## src/rtl/jam_cost_feeder.sv

```systemverilog
// Cost-matrix feeder and result collector for the 8x8 job-assignment solver.
// Ping-pong banks are filled from a ready/valid stream; results leave tagged with a problem id.
module jam_cost_feeder #(
    parameter int COST_W = 7,
    parameter int ID_W   = 8
) (
    input  logic              CLK,
    input  logic              RST,
    input  logic              in_valid,
    output logic              in_ready,
    input  logic [COST_W-1:0] in_data,
    input  logic              in_last,
    output logic              frame_err,
    input  logic [2:0]        W,
    input  logic [2:0]        J,
    output logic [COST_W-1:0] Cost,
    output logic              SOLV_RST,
    input  logic              sol_valid,
    input  logic [9:0]        sol_mincost,
    input  logic [3:0]        sol_matchcount,
    output logic              res_valid,
    input  logic              res_ready,
    output logic [9:0]        res_mincost,
    output logic [3:0]        res_matchcount,
    output logic [ID_W-1:0]   res_id
);

    typedef enum logic {S_IDLE, S_RUN} state_t;

    state_t            state, state_nx;
    logic [COST_W-1:0] bank [2][64];
    logic [1:0]        full;
    logic              wr_bank, rd_bank;
    logic [5:0]        count;
    logic [ID_W-1:0]   id_cnt;
    logic              accept, commit, capture;

    assign in_ready = !RST && !full[wr_bank];
    assign accept   = in_valid && in_ready;
    assign commit   = accept && (count == 6'd63);
    assign Cost     = bank[rd_bank][{W, J}];

    always_ff @(posedge CLK) begin
        if (accept)
            bank[wr_bank][count] <= in_data;
    end

    // A 64th beat always commits; a missing or early in_last only raises frame_err.
    always_ff @(posedge CLK) begin
        if (RST) begin
            wr_bank   <= 1'b0;
            count     <= '0;
            frame_err <= 1'b0;
        end else begin
            frame_err <= 1'b0;
            if (accept) begin
                if (count == 6'd63) begin
                    count     <= '0;
                    wr_bank   <= ~wr_bank;
                    frame_err <= !in_last;
                end else if (in_last) begin
                    count     <= '0;
                    frame_err <= 1'b1;
                end else begin
                    count <= count + 6'd1;
                end
            end
        end
    end

    // Writer and sequencer never address the same bank in one cycle.
    always_ff @(posedge CLK) begin
        if (RST) begin
            full <= '0;
        end else begin
            if (commit)
                full[wr_bank] <= 1'b1;
            if (capture)
                full[rd_bank] <= 1'b0;
        end
    end

    always_comb begin
        state_nx = state;
        capture  = 1'b0;
        case (state)
            S_IDLE: begin
                if (full[rd_bank])
                    state_nx = S_RUN;
            end
            S_RUN: begin
                if (sol_valid && (!res_valid || res_ready)) begin
                    capture  = 1'b1;
                    state_nx = S_IDLE;
                end
            end
        endcase
    end

    always_ff @(posedge CLK) begin
        if (RST) begin
            state          <= S_IDLE;
            SOLV_RST       <= 1'b1;
            rd_bank        <= 1'b0;
            id_cnt         <= '0;
            res_valid      <= 1'b0;
            res_mincost    <= '0;
            res_matchcount <= '0;
            res_id         <= '0;
        end else begin
            state    <= state_nx;
            SOLV_RST <= (state_nx == S_IDLE);
            if (capture) begin
                rd_bank        <= ~rd_bank;
                id_cnt         <= id_cnt + ID_W'(1);
                res_valid      <= 1'b1;
                res_mincost    <= sol_mincost;
                res_matchcount <= sol_matchcount;
                res_id         <= id_cnt;
            end else if (res_ready) begin
                res_valid <= 1'b0;
            end
        end
    end

endmodule

```

## config.mk

```make
export PLATFORM = sky130hd
export DESIGN_NAME = jam_cost_feeder
export DESIGN_NICKNAME = d
export VERILOG_FILES = /design/src/rtl/jam_cost_feeder.sv
export SDC_FILE = /design/constraint.sdc
export NUM_CORES = 1
export LEC_CHECK = 0
export CORE_ASPECT_RATIO = 0.5
export CORE_UTILIZATION = 50
export CTS_CLUSTER_DIAMETER = 60
export DETAILED_ROUTE_END_ITERATION = 8
export GPL_TIMING_DRIVEN = 0
export MAX_ROUTING_LAYER = met4
export PLACE_DENSITY = 0.69
export SKIP_CTS_REPAIR_TIMING = 1
export SLEW_MARGIN = 10
export SYNTH_ARGS = -nofsm -noshare
export SYNTH_HDL_FRONTEND = slang
export SYNTH_SLANG_ARGS = --single-unit
```

## constraint.sdc

```tcl
create_clock -name CLK -period 3.2 [get_ports CLK]
set_input_delay 0.32 -clock CLK [delete_from_list [all_inputs] [get_ports CLK]]
set_output_delay 0.32 -clock CLK [all_outputs]
set_load 0.005 [all_outputs]
```

==> metrics.csv, run 1 <==
stage,metric,value,unit
outcome,status,"complete, but fails checks",
outcome,violations,negative setup slack,
routing,dr.pass1.iters,5,
yosys,synth-edff-count,896,
worst_hold_path,min_path_type,primary input to flip-flop,
yosys,synth_top_area_share,0.7395,
yosys,avgSynthCellArea,22.00,sq um
floorplanning,ios,66,
clock_network,cts_tree,done,
routing,drt-total-wl,87.09,mm
flow_run,cap_viol_max_count,0,
placed_design,gp_congestion,0.8664,
sta,drv_slew,0,
power,p_leak,12.62,nW
sta,setup_viol,7,
worst_setup_path,cp_max_fo,6,
finish,antenna_cells,0,
clock_network,clockRootBuffer,clkbuf_16,
clock_network,cts_htree_levels,3,
sta,tightest_slew,1.329,ns
global_routing,first_global_vias,17380,
yosys,synthArstFlopShare,0,
yosys,yosysWarnings,0,
sta,rsz0062_at_grt,true,
global_routing,grt_overflow,0,
yosys,syn_area,0.03638,sq mm
clock_network,clkSinkCount,941,
sta,setup_tns,-5.325,ns
routing,ant_nets,0,
finish,syn_to_final_growth,15.17,%
floorplanning,die_x,383.5,um
sta,hold_viol,0,
yosys,ys_seq_elements,941,
routing,post-route-drc-count,0,
global_routing,grt_pass1_wl,123.5,mm
worst_setup_path,startpoint_type,flip-flop,
routing,vias,17820,
power,peakVddDrop,0.0003804,V
yosys,ys_seq_area_frac,0.7643,
yosys,ys.flop_type,edfxtp_1,
finish,final_cell_mix,"edfxtp_1 (896), mux4_2 (294), clkbuf_16 (93)",
floorplanning,start_util,0.5090,
floorplanning,die_area,0.07391,sq mm
placed_design,dpl.hpwl,56.47,mm
power,power.density,584.7,mW/mm^2
finish,fin_nets,1860,
worst_setup_path,end_kind,primary output,
global_routing,antenna_found_initial,5,
worst_setup_path,reg2reg_from,full[1],
placed_design,pre_cts_ws,-1.849,ns
finish,drive_gt1_frac,0.3124,
floorplanning,die_h,192.7,um
sta,clock_skew,0.02469,ns
floorplanning,coreArea,0.07148,sq mm
power,total_power,24.50,mW
yosys,yosysTopAreaCell,edfxtp_1,
clock_network,clock_latency,0.65,ns
sta,fin_crit_sh,1.247,
clock_network,cts_buffer_depth,3,
sta,relSlewSlack,0.1138,
routing,vias_per_cell,6.253,
worst_setup_path,worstPathArrival,3.67,ns
global_routing,grt_use_total,0.2464,
yosys,ys_types,36,
placed_design,portBuffers,60,
yosys,synth_area_leaders,"edfxtp_1 (74%), mux4_2 (18%), dfxtp_1 (2.5%)",
clock_network,path_clk_slew,0.07,ns
routing,drtIter0Drc,2520,
sta,fmax,250.6,MHz
sta,worst_slack,-0.7907,ns
worst_setup_path,crit_required,2.88,ns
yosys,syn_inst,1654,
worst_hold_path,hp-start,in_data[0],
yosys,syn_nets,1689,
global_routing,grt_max_degree,89,
worst_setup_path,crit_type,flip-flop to primary output,
clock_network,cts_buffers,82,
floorplanning,rows,69,
sta,fin_crit,3.991,ns
finish,final_common_cell,edfxtp_1,
routing,wl_per_cell,30.56,um
[cell families after synthesis]
group,Yosys count,share of synthesized area
flip-flops,941,0.7643
AO/OA/AOI/OAI,45,0.006603
multiplexers,302,0.1844
XOR/XNOR,8,0.001926
adder cells (fa/ha/maj),2,0.0006877
buffers and inverters,98,0.01152
AND/OR/NAND/NOR,258,0.03054
[stage by stage]
| stage | utilization | instance area (sq um) | instances | hold slack [ns] |
|---|---|---|---|---|
| 6_report | 0.5862 | 41900 | 2850 | 0.1597 |
| 5_1_grt | 0.5862 | 41900 | 2850 | 0.1525 |
| 3_5_place_dp | 0.5366 | 38360 | 2679 | 0.4500 |
| 4_1_cts | 0.5747 | 41080 | 2830 | 0.1392 |
| 3_3_place_gp | 0.5341 | 38180 | 2672 | 0.4421 |
| 2_1_floorplan | - | 36380 | 1654 | 0.4189 |
[final timing paths]
check        slack [ns]  cells past startpoint             end
min reg2reg        0.46                      2  res_mincost[4]
max               -0.79                      9         Cost[0]
min                0.16                      1    bank[0][294]
max reg2reg        0.06                      6    bank[1][262]
[critical path, stage by stage, from the launching register on]
cell	delay (ns)
dfxtp_4	0.38
buf_12	0.15
buf_16	0.16
buf_12	0.11
buf_16	0.14
mux4_2	0.54
mux4_2	0.57
mux4_2	0.54
mux2_4	0.31
buf_6	0.12
[cells in the mapped netlist, types with 7 or more instances]
cell / number
edfxtp_1: 896
mux4_2: 294
nor2_1: 137
clkbuf_1: 67
nand2_1: 62
dfxtp_1: 45
a21oi_1: 32
nand3_1: 13
buf_2: 11
nor3_1: 10
buf_1: 9
mux2_2: 7
[final cells by class]
type	count	area (sq um)
Clock inverter	52	471.7
Multi-Input combinational cell	615	8413
Inverter	3	11.26
Sequential cell	941	27810
Timing Repair Buffer	88	1070
Fill cell	5081	29580
Buffer	94	675.6
Clock buffer	99	2252
Tap cell	958	1199
[state kept, by name, indices dropped and copies added, names as in the netlist, 2 cells and up, named ones only]
register and flops:
bank 896, res_matchcount 4, count 6, full 2, id_cnt 8, res_mincost 10
res_id 8
[where the power goes]
| group | switching, mW | total (mW) | internal, mW | leakage [nW] |
|---|---|---|---|---|
| logic | 0.563 | 0.888 | 0.325 | 2.86 |
| registers | 0.00237 | 13.5 | 13.5 | 8.42 |
| clock network | 4.46 | 10.1 | 5.68 | 1.34 |
| total | 5.03 | 24.5 | 19.5 | 12.6 |
[routing by layer]
layer,GRT usage,wire length (um)
met5,-,0
met4,0.06007,1796
met3,0.06164,9623
met2,0.3464,38970
met1,0.3631,36700
No activity file was read; power rests on OpenSTA's default activity.
==> run 2: changes to the inputs <==
--- a/config.mk
+++ b/config.mk
@@ -5,6 +5,7 @@
 export SDC_FILE = /design/constraint.sdc
 export NUM_CORES = 1
 export LEC_CHECK = 0
+export CAP_MARGIN = 40
 export CORE_ASPECT_RATIO = 0.5
 export CORE_UTILIZATION = 50
 export CTS_CLUSTER_DIAMETER = 60
==> run 2 against run 1 <==
Combinational power grew 2%. Setup slack lost 0.11 ns. Critical endpoint is now Cost[2]. Utilization grew 1.1 points. Sequential share of layout area shrank 1.2 points. Clock skew shrank 0.0099 ns. Critical path type unchanged. First-iteration DRC count grew 1.6%. Count of clock-buffer cells in the layout shrank 3. Largest power group unchanged. Critical path depth grew 1. Fmax shrank 2.7%. The flow still finishes with violations (negative setup slack). Non-clock buffer count grew 65. Register-to-register slack gained 0.04 ns.
==> metrics.csv, run 2 (same netlist as run 1, synthesis figures left out) <==
stage,metric,value,unit
clock_network,clockRootBuffer,clkbuf_16,
finish,final_common_cell,edfxtp_1,
floorplanning,die_area,0.07391,sq mm
clock_network,clock_latency,0.64,ns
finish,final_cell_mix,"edfxtp_1 (896), mux4_2 (294), nor2_1 (106)",
power,p_leak,13.07,nW
finish,largest_reg_flops,896,
routing,ant_nets,0,
sta,tightest_slew,1.093,ns
flow_run,cap_viol_max_count,0,
global_routing,grt_max_degree,89,
global_routing,grt_use_total,0.2451,
floorplanning,ios,66,
floorplanning,coreArea,0.07148,sq mm
sta,drv_slew,0,
global_routing,grt_pass1_wl,122.9,mm
placed_design,portBuffers,60,
floorplanning,rows,69,
power,p_sw,5.009,mW
sta,setup_tns,-6.110,ns
outcome,status,"complete, but fails checks",
placed_design,dpl.hpwl,57.53,mm
sta,relSlewSlack,0.2710,
power,peakVddDrop,0.0003694,V
power,clkPwrFrac,0.422,
clock_network,cts_buffers,82,
finish,syn_to_final_growth,17.31,%
routing,dr.pass1.iters,6,
sta,rsz0062_at_grt,true,
worst_setup_path,end_kind,primary output,
placed_design,pre_cts_ws,-1.497,ns
routing,drt-total-wl,88.17,mm
worst_setup_path,worstPathArrival,3.78,ns
finish,drive_gt1_frac,0.3122,
global_routing,antenna_found_initial,8,
power,switching_share,0.2013,
worst_setup_path,crit_type,flip-flop to primary output,
power,power.density,583.1,mW/mm^2
clock_network,cts_buffer_depth,3,
sta,worst_slack,-0.9015,ns
routing,drtIter0Drc,2560,
finish,regMostFlops,bank,
clock_network,clkSinkCount,941,
sta,fmax,243.8,MHz
sta,clock_skew,0.01480,ns
floorplanning,start_util,0.5090,
power,p_int,19.88,mW
power,total_power,24.89,mW
routing,vias_per_cell,6.220,
power,p_seq_frac,0.541,
sta,hold_viol,0,
sta,fin_crit_sh,1.282,
finish,fin_area,0.04268,sq mm
worst_setup_path,crit_required,2.88,ns
worst_setup_path,regToRegSetupSlack,0.10,ns
worst_setup_path,startpoint_type,flip-flop,
power,combPwrFrac,0.036,
placed_design,dpl_cell_area,0.03873,sq mm
sta,fin_crit,4.101,ns
floorplanning,die_h,192.7,um
floorplanning,die_x,383.5,um
clock_network,cts_htree_levels,3,
outcome,violations,negative setup slack,
global_routing,first_global_vias,17410,
routing,vias,18140,
global_routing,grt_overflow,0,
routing,wl_per_cell,30.24,um
finish,fin_nets,1925,
finish,fill_cells,4975,
finish,final_util,0.5971,
clock_network,cts_tree,done,
finish,reg.largest.list,"bank (896), res_mincost (10)",
clock_network,path_clk_slew,0.07,ns
placed_design,gp_congestion,0.8664,
routing,post-route-drc-count,0,
worst_hold_path,min_path_type,primary input to flip-flop,
worst_setup_path,cp_max_fo,7,
sta,setup_viol,7,
run 2: layout make-up:
class	instances	area [sq um]	share of cell area
Antenna cell	1	2.502	0.00005863
Buffer	94	709.4	0.01662
Clock buffer	96	2242	0.05253
Clock inverter	55	598.1	0.01401
Inverter	3	11.26	0.0002638
Multi-Input combinational cell	615	8307	0.1946
Sequential cell	941	27810	0.6516
Tap cell	958	1199	0.02808
Timing Repair Buffer	153	1802	0.04221
run 2: power groups by stage:
stage / combinational, mW / sequential (mW) / clock (mW)
floorplan: 0.360 / 13.7 / 0
global placement: 0.825 / 13.8 / 0
finish: 0.908 / 13.5 / 10.5
CTS: 0.900 / 13.5 / 10.6
detailed placement: 0.897 / 13.7 / 0
global route: 0.938 / 13.5 / 11.1
run 2: final timing paths:
path / start / to / cells after the start
setup / recovery: flip-flop / Cost[2] / 10
hold / removal: in_data[0] / bank[0][294] / 1
setup reg to reg: full[1] / bank[1][263] / 6
hold reg to reg: res_mincost[4] / res_mincost[4] / 2
run 2: layer usage:
metal / track usage / part of all wire / wire (um) / vias up
met5: - / 0 / 0 / -
li1: - / - / - / 7380
met3: 0.06129 / 0.12 / 10920 / 129
met1: 0.3601 / 0.41 / 35890 / 9520
met2: 0.3499 / 0.45 / 39500 / 1109
met4: 0.05057 / 0.021 / 1859 / 0
run 2: per-stage QoR:
step | hold slack (ns) | cells
6_report | 0.1655 | 2916
2_1_floorplan | 0.4189 | 1654
4_1_cts | 0.1455 | 2864
3_5_place_dp | 0.4499 | 2713
5_1_grt | 0.1525 | 2916
3_3_place_gp | 0.4421 | 2672
run 2: worst max-delay path: stages (launching register included):
cell and delay, ns:
dfxtp_4 0.39, buf_6 0.11, buf_12 0.12, buf_12 0.16, buf_12 0.14, buf_6 0.11, mux4_2 0.53, mux4_2 0.58
mux4_2 0.55, mux2_4 0.31, clkbuf_2 0.12
==> run 3: changes to the inputs <==
--- a/config.mk
+++ b/config.mk
@@ -10,6 +10,7 @@
 export CORE_UTILIZATION = 50
 export CTS_CLUSTER_DIAMETER = 60
 export DETAILED_ROUTE_END_ITERATION = 8
+export GPL_ROUTABILITY_DRIVEN = 0
 export GPL_TIMING_DRIVEN = 0
 export MAX_ROUTING_LAYER = met4
 export PLACE_DENSITY = 0.69
==> results of run 3 <==
Final layout, timing and power as in run 2 (identical DEF).
